===== config.mk =====
export PLATFORM = sky130hd
export DESIGN_NAME = load_store_unit
export DESIGN_NICKNAME = d
export VERILOG_FILES = /design/src/rtl/load_store_unit.sv
export SDC_FILE = /design/constraint.sdc
export NUM_CORES = 1
export LEC_CHECK = 0
export ABC_CLOCK_PERIOD_IN_PS = 9680
export CORE_UTILIZATION = 40
export CTS_CLUSTER_DIAMETER = 60
export CTS_CLUSTER_SIZE = 30
export DETAILED_ROUTE_END_ITERATION = 12
export PLACE_DENSITY = 0.78
export SYNTH_ARGS = -nofsm -noshare
export SYNTH_HDL_FRONTEND = slang
export SYNTH_SLANG_ARGS = --single-unit

===== constraint.sdc =====
create_clock -name clk -period 9.68 [get_ports clk]
set_clock_uncertainty 0.2 [all_clocks]
set_input_delay 2.904 -clock clk [delete_from_list [all_inputs] [get_ports clk]]
set_output_delay 2.904 -clock clk [all_outputs]
set_load 0.02 [all_outputs]

===== src/rtl/load_store_unit.sv =====
// Load/store stage: runs one access per MemReq on a valid/ready bus, stalls the core
// until completion, and reports misaligned, illegal-funct3 and bus-timeout errors.
module load_store_unit #(
   parameter int unsigned TIMEOUT = 16
) (
   input  logic        clk,
   input  logic        reset,
   input  logic        MemReq,
   input  logic        MemWrite,
   input  logic [2:0]  Funct3,
   input  logic [31:0] ALUResult,
   input  logic [31:0] WriteData,
   output logic        Stall,
   output logic        Done,
   output logic [31:0] ReadData,
   output logic        Err,
   output logic [1:0]  ErrCode,
   output logic        MemValid,
   input  logic        MemReady,
   output logic [31:0] MemAddr,
   output logic        MemWe,
   output logic [3:0]  MemWStrb,
   output logic [31:0] MemWData,
   input  logic [31:0] MemRData
);

   typedef enum logic [1:0] {
      IDLE = 2'd0,
      BUSY = 2'd1,
      RESP = 2'd2
   } state_t;

   state_t      state_q, state_d;
   logic [31:0] cnt_q, cnt_d;
   logic [1:0]  off_q, off_d;
   logic [2:0]  f3_q, f3_d;
   logic        done_q, done_d;
   logic        err_q, err_d;
   logic [1:0]  err_code_q, err_code_d;
   logic        mem_valid_q, mem_valid_d;
   logic [31:0] mem_addr_q, mem_addr_d;
   logic        mem_we_q, mem_we_d;
   logic [3:0]  mem_wstrb_q, mem_wstrb_d;
   logic [31:0] mem_wdata_q, mem_wdata_d;
   logic [31:0] read_data_q, read_data_d;
   logic        illegal_s;
   logic        misaligned_s;
   logic        timeout_hit_s;

   function automatic logic [31:0] load_extend(input logic [2:0] f3, input logic [1:0] off,
                                               input logic [31:0] word);
      logic [7:0]  b;
      logic [15:0] h;
      b = 8'(word >> {off, 3'b000});
      h = off[1] ? word[31:16] : word[15:0];
      case (f3)
         3'b000:  return {{24{b[7]}}, b};
         3'b001:  return {{16{h[15]}}, h};
         3'b100:  return {24'd0, b};
         3'b101:  return {16'd0, h};
         default: return word;
      endcase
   endfunction

   function automatic logic [3:0] store_strb(input logic [2:0] f3, input logic [1:0] off);
      case (f3[1:0])
         2'b00:   return 4'b0001 << off;
         2'b01:   return off[1] ? 4'b1100 : 4'b0011;
         2'b10:   return 4'b1111;
         default: return 4'b0000;
      endcase
   endfunction

   function automatic logic [31:0] store_lanes(input logic [2:0] f3, input logic [31:0] wd);
      case (f3[1:0])
         2'b00:   return {4{wd[7:0]}};
         2'b01:   return {2{wd[15:0]}};
         2'b10:   return wd;
         default: return 32'd0;
      endcase
   endfunction

   // Legality of the incoming request: funct3 decode first, then alignment
   always_comb begin
      case (Funct3)
         3'b000, 3'b001, 3'b010: illegal_s = 1'b0;
         3'b100, 3'b101:         illegal_s = MemWrite;
         default:                illegal_s = 1'b1;
      endcase
      case (Funct3[1:0])
         2'b01:   misaligned_s = ALUResult[0];
         2'b10:   misaligned_s = |ALUResult[1:0];
         default: misaligned_s = 1'b0;
      endcase
   end

   assign timeout_hit_s = (TIMEOUT != 0) && ((cnt_q + 32'd1) == 32'(TIMEOUT));

   // Next-state and registered-output computation
   always_comb begin
      state_d     = state_q;
      cnt_d       = cnt_q;
      off_d       = off_q;
      f3_d        = f3_q;
      done_d      = 1'b0;
      err_d       = 1'b0;
      err_code_d  = 2'b00;
      mem_valid_d = mem_valid_q;
      mem_addr_d  = mem_addr_q;
      mem_we_d    = mem_we_q;
      mem_wstrb_d = mem_wstrb_q;
      mem_wdata_d = mem_wdata_q;
      read_data_d = read_data_q;
      case (state_q)
         IDLE: begin
            if (MemReq) begin
               off_d = ALUResult[1:0];
               f3_d  = Funct3;
               if (illegal_s || misaligned_s) begin
                  state_d     = RESP;
                  done_d      = 1'b1;
                  err_d       = 1'b1;
                  err_code_d  = illegal_s ? 2'b11 : 2'b01;
                  read_data_d = 32'd0;
               end else begin
                  state_d     = BUSY;
                  cnt_d       = 32'd0;
                  mem_valid_d = 1'b1;
                  mem_addr_d  = {ALUResult[31:2], 2'b00};
                  mem_we_d    = MemWrite;
                  mem_wstrb_d = MemWrite ? store_strb(Funct3, ALUResult[1:0]) : 4'b0000;
                  mem_wdata_d = MemWrite ? store_lanes(Funct3, WriteData) : 32'd0;
               end
            end else begin
               state_d = IDLE;
            end
         end
         BUSY: begin
            if (MemReady) begin
               state_d     = RESP;
               mem_valid_d = 1'b0;
               done_d      = 1'b1;
               read_data_d = mem_we_q ? 32'd0 : load_extend(f3_q, off_q, MemRData);
            end else if (timeout_hit_s) begin
               state_d     = RESP;
               mem_valid_d = 1'b0;
               done_d      = 1'b1;
               err_d       = 1'b1;
               err_code_d  = 2'b10;
               read_data_d = 32'd0;
            end else begin
               cnt_d = cnt_q + 32'd1;
            end
         end
         RESP: begin
            state_d = IDLE;
         end
         default: begin
            state_d = IDLE;
         end
      endcase
   end

   // State and output registers; reset abandons any in-flight transfer
   always_ff @(posedge clk or posedge reset) begin
      if (reset) begin
         state_q     <= IDLE;
         cnt_q       <= 32'd0;
         off_q       <= 2'd0;
         f3_q        <= 3'd0;
         done_q      <= 1'b0;
         err_q       <= 1'b0;
         err_code_q  <= 2'b00;
         mem_valid_q <= 1'b0;
         mem_addr_q  <= 32'd0;
         mem_we_q    <= 1'b0;
         mem_wstrb_q <= 4'b0000;
         mem_wdata_q <= 32'd0;
         read_data_q <= 32'd0;
      end else begin
         state_q     <= state_d;
         cnt_q       <= cnt_d;
         off_q       <= off_d;
         f3_q        <= f3_d;
         done_q      <= done_d;
         err_q       <= err_d;
         err_code_q  <= err_code_d;
         mem_valid_q <= mem_valid_d;
         mem_addr_q  <= mem_addr_d;
         mem_we_q    <= mem_we_d;
         mem_wstrb_q <= mem_wstrb_d;
         mem_wdata_q <= mem_wdata_d;
         read_data_q <= read_data_d;
      end
   end

   assign Stall    = ((state_q == IDLE) && MemReq) || (state_q == BUSY);
   assign Done     = done_q;
   assign Err      = err_q;
   assign ErrCode  = err_code_q;
   assign MemValid = mem_valid_q;
   assign MemAddr  = mem_addr_q;
   assign MemWe    = mem_we_q;
   assign MemWStrb = mem_wstrb_q;
   assign MemWData = mem_wdata_q;
   assign ReadData = read_data_q;

endmodule

Word level (Yosys, flattened, before mapping)
Index checks and enable logic that the tools add are counted.
{"block": "word_totals", "regBits": 143, "latchBits": 0, "ramBits": 0, "mem_bits_ro": 0, "input_bits": 104, "out_inout_bits": 107, "word_cells": 93, "memories": 0}
{"block": "op_classes", "n_addsub": 1, "mul": 0, "div": 0, "n_lt_le_gt_ge": 0, "eq_ne": 17, "shifts": 2, "n_mux": 43, "n_bitwise": 1, "reduce_logical": 16}
{"op": "32-bit 2-to-1 mux", "count": 10}
{"op": "32-bit case mux with 2 select lines", "count": 2}
{"op": "32-bit case mux with 4 select lines", "count": 1}
{"op": "32-bit case mux with 3 select lines", "count": 1}
{"op": "32-bit by 1-bit adder with 32-bit output, second input constant", "count": 1}
{"op": "32-bit by 5-bit == test with 1-bit output, second input constant", "count": 1}
{"op": "32-bit by 5-bit >> shifter with 8-bit output", "count": 1}
{"op": "2-bit 2-to-1 mux", "count": 9}
{"op": "16-bit 2-to-1 mux", "count": 1}
{"op": "3-bit == test, second input constant", "count": 4}
{"op": "4-bit case mux with 3 select lines", "count": 1}
{"op": "2-bit inequality test, second input constant", "count": 5}
{"op": "1-bit case mux with 2 select lines", "count": 5}
{"op": "1-bit 2-to-1 mux", "count": 9}
{"op": "4-bit 2-to-1 mux", "count": 2}
{"op": "2-bit case mux with 2 select lines", "count": 2}
{"op": "4-bit AND reduction", "count": 2}
{"op": "3-bit by 1-bit == test with 1-bit output, second input constant", "count": 2}
{"op": "3-bit logical NOT", "count": 2}
{"op": "5-bit AND reduction", "count": 1}
{"op": "2-bit by 1-bit == test with 1-bit output, second input constant", "count": 2}
{"op": "2-bit logical NOT", "count": 2}
{"op": "2-bit OR reduction", "count": 2}
{"op": "1-bit by 2-bit << shifter with 4-bit output, first input constant", "count": 1}
{"op": "10 further kinds", "count": 11}

Longest topological paths before layout
{"block": "logic_depth", "word_depth": 7, "depth_mapped": 13, "mapped_depth_nobuf": 10}

Worst setup path before layout
No wires, ideal clock.
{"block": "synth_timing", "path_type": "input to output", "start": "input port MemReq", "end": "output port Stall", "arrival_ns": 3.232, "required_ns": 6.576, "setup_slack_ns": 3.344, "stages": 2, "path_cell_list": "nor2_1 nor2_1"}
{"block": "synth_between", "elab_chain_len": 2}
{"item": "start: declaration", "line_no": "8", "source": "input logic MemReq,"}
{"item": "1-bit logical AND", "line_no": "197", "source": "assign Stall = ((state_q == IDLE) && MemReq) || (state_q == BUSY);"}
{"item": "1-bit logical OR", "line_no": "197"}
{"item": "end: declaration", "line_no": "13", "source": "output logic Stall,"}
No other way between the ends.

Worst setup path in the final report
Same ends and word-level chain as after synthesis.

==> metrics.md <==
| Metric | Value |
|---|---|
| Status | finished, final reports clean |
| Synth top area share | around half |
| Largest cells by area after synthesis | dfrtp_1 49%, mux2_2 6.0%, o21ai_0 4.7% |
| GRT Total Usage | about a quarter |
| Max clock buf depth | 2 |
| H-tree depth | 4 |
| Min cycle time layout | around 7400 ps |
| Post-synth EDFFs | 0 |
| WP data arrival | ~4300 ps |
| Max-slew violation count | 0 |
| Post-synth top flop | dfrtp_1 |
| Clock sinks | 143 |
| Post-Place Setup Slack | 2372 ps |
| Post-DP Area | 0.009524 mm^2 |
| Leakage | 4.364 nW |
| DR vias | 6586 |
| Final instance area | roughly 0.010 mm^2 |
| Drt initial violations | 365 |
| # diodes | 0 |
| Antenna-violating nets left | 0 |
| Setup ws final | approximately 2300 ps |
| Clock Latency Late Sink | 430 ps |
| Final setup violation count | 0 |
| CTS tree | yes |
| Slew Limit Headroom | a little under a fifth |
| Maximum VDD drop | 0.1587 mV |
| Grt ovf | 0 |
| Area of the multi-input gates | 0.003343 mm^2 |
| Post-Syn Instances | 762 |
| Worst setup EP type | primary output |
| Async set or reset register ratio after synthesis | 100.0% |
| Sum Neg Setup Slack | 0 ps |
| Most common cell in the synthesized netlist | dfrtp_1 |
| CP max FO | 4 |
| Vias in the first global route | roughly 6300 |
| Storage element area | about 0.0036 mm^2 |
| Synth Cell Area | 0.007338 mm^2 |
| CTS resizes | 0 |
| Site Rows | 49 |
| Yosys warns | 0 |
| Nets | ~1100 |
| Hold Buf Count CTS | 0 |
| Actual slew at the worst max-slew pin | approximately 1200 ps |
| Power Dens Cells | about 220 mW/mm^2 |
| Peak Freq | around 140 MHz |
| Post-CTS setup buffer count | 0 |
| Util after Layout | a little under three fifths |
| DRC errors left | 0 |
| #FFs+latches synth | approximately 140 |
| Final WL | around 22 mm |
| Mean post-synth cell area | roughly 9.6 um^2 |
| Number of vias per cell | approximately 5.6 |
| Worst path top cell family by delay | buffers and inverters |
| Worst setup SP type | primary input |
| Detailed Routing Iterations Pass 1 | 6 |
| Clk pin slew, worst setup/hold paths | around 60 ps |
| Dominant cell type by area after synthesis | dfrtp_1 |
| CP max stage cell | clkdlybuf4s50_1 |
| WL/cell | 18.19 um |
| Max-cap violations | 0 |
| Die Height | 137.4 um |
| DIE AREA | between 0.015 and 0.02 mm^2 |
| Largest net degree at the start of global routing | between 80 and 90 |
| Total CTS buffers | 17 |
| I/O Buffers | around 210 |
| Io pins | 211 |
| Crit path largest cell delay | between 600 and 700 ps |
| # fillers | 1537 |
| Req. time, crit path | 6580 ps |
| Initial antenna violation count | 0 |
| Worst Hold Class | flop to flop |
| Clock Tree Root | clkbuf_16 |
| Core ar. | 0.01796 mm^2 |
| Die X-Extent | between 100 and 150 um |
| Routability cong. | a little under 0.9 |
| First-pass GRT wire length | roughly 34 mm |
| Critical path class | primary input to primary output |
| Top post-synthesis cells by count | 143 x dfrtp_1, 88 x nand2_1, 69 x o21ai_0 |
| Layout overhead on the synthesized area | 37.44% |
| Final Total Pwr | approximately 2.2 mW |
| Post-synthesis sequential area ratio | 48.76% |
| Final Cycle Share | 75.93% |
| Crit-path cells | clkdlybuf4s50_1 -> nor2_1 -> nor2_1 -> clkdlybuf4s50_1 |
| CP Buf/Inv Count | 2 |
| Dpl hpwl | ~15 mm |
| Synth unique cells | 65 |
| Fraction of layout instances using a drive strength above 1 | between 10% and 20% |
| RSZ-0062 raised after global routing | false |
| Initial Utilization | approximately two fifths |
| Hold Vio Cnt, Final | 0 |
## sequential cells by signal (all words and copies together), names as in the netlist
name      cells
Done          1
Err           1
ErrCode       2
MemAddr      30
MemValid      1
MemWData     32
MemWStrb      4
MemWe         1
ReadData     32
cnt_q        32
f3_q          3
off_q         2
state_q       2
## worst reg2reg max path: cells and delay by family (launching register included)
family	cells	cell delay, ps
compound gates	4	1490
simple gates	4	1500
buf+inv	1	370
fa+ha+maj	1	250
flops	1	470
## final timing paths
kind                                             to  slack [ps]                     from  cells past startpoint
max reg2reg                ReadData[25]$_DFFE_PP0P_        5270     cnt_q[0]$_DFFE_PP0P_                     10
min reg2reg                 MemWData[9]$_DFFE_PP0P_         280  MemWData[9]$_DFFE_PP0P_                      2
max in group asynchronous   MemAddr[31]$_DFFE_PP0P_        5100                    reset                      3
min                         MemWData[9]$_DFFE_PP0P_         280  MemWData[9]$_DFFE_PP0P_                      2
min in group asynchronous   MemAddr[25]$_DFFE_PP0P_        2720                    reset                      2
max                                           Stall        2330                   MemReq                      4
## final cells by class
cell class | count | area share, %
clock inverter | 14 | 1.216
timing repair buffer | 214 | 21.09
multi-input combinational | 516 | 33.15
inverter | 49 | 1.873
clock buffer | 18 | 4.354
sequential | 143 | 35.48
tap | 229 | 2.841
## power breakdown
| part | switching [mW] | internal [mW] |
|---|---|---|
| logic | 0.391 | 0.364 |
| registers | 0.104 | 0.733 |
| clock network | 0.281 | 0.343 |
## layout by cell type (no fill, tap or decap), types with 9 or more instances in the layout
cell | netlist | final
clkdlybuf4s50_1 | 0 | 208
clkbuf_16 | 0 | 17
dfrtp_1 | 143 | 143
nand3_1 | 26 | 26
a21oi_1 | 34 | 34
inv_1 | 47 | 46
o21ai_0 | 69 | 69
a22oi_1 | 10 | 10
nor4_1 | 13 | 13
nand4_1 | 13 | 13
a31oi_1 | 16 | 16
o21ai_1 | 13 | 13
o221ai_1 | 9 | 9
and3_1 | 9 | 9
inv_6 | 0 | 9
nor2_1 | 32 | 31
mux2_2 | 39 | 39
a21o_1 | 9 | 9
a22o_1 | 24 | 24
nor3_1 | 11 | 11
mux2i_1 | 21 | 21
nand2_1 | 88 | 87
## per-layer routing
metal | global-route usage, % | vias to the layer above | share of wire (%)
li1 | - | 3094 | -
met1 | 29.61 | 3143 | 41
met2 | 36.66 | 289 | 48
met3 | 6.880 | 60 | 7.0
met4 | 13.13 | 0 | 4.2
met5 | 0 | - | 0
## logic make-up (layout without fill, tap and decap cells)
group | Yosys count | in the layout | synth area share, %
DFF | 143 | 143 | 48.76
adders and majority gates | 5 | 5 | 0.8525
and+or+nand+nor | 229 | 229 | 15.63
xor gates and xnor gates | 8 | 8 | 0.9547
buffers and inverters | 104 | 295 | 5.865
AOI/OAI and AO/OA | 210 | 210 | 18.53
muxes | 62 | 62 | 9.343
other | 1 | 2 | 0.05110
## metrics by stage
step / hold slack [ps] / instances
after floorplan: 268.7 / 763
after detailed placement: 264.3 / 1151
final: 279.2 / 1183
after global routing: 300.0 / 1183
after CTS: 279.5 / 1183
after global placement: 260.1 / 1151
Power figures use the tool's default switching activity.
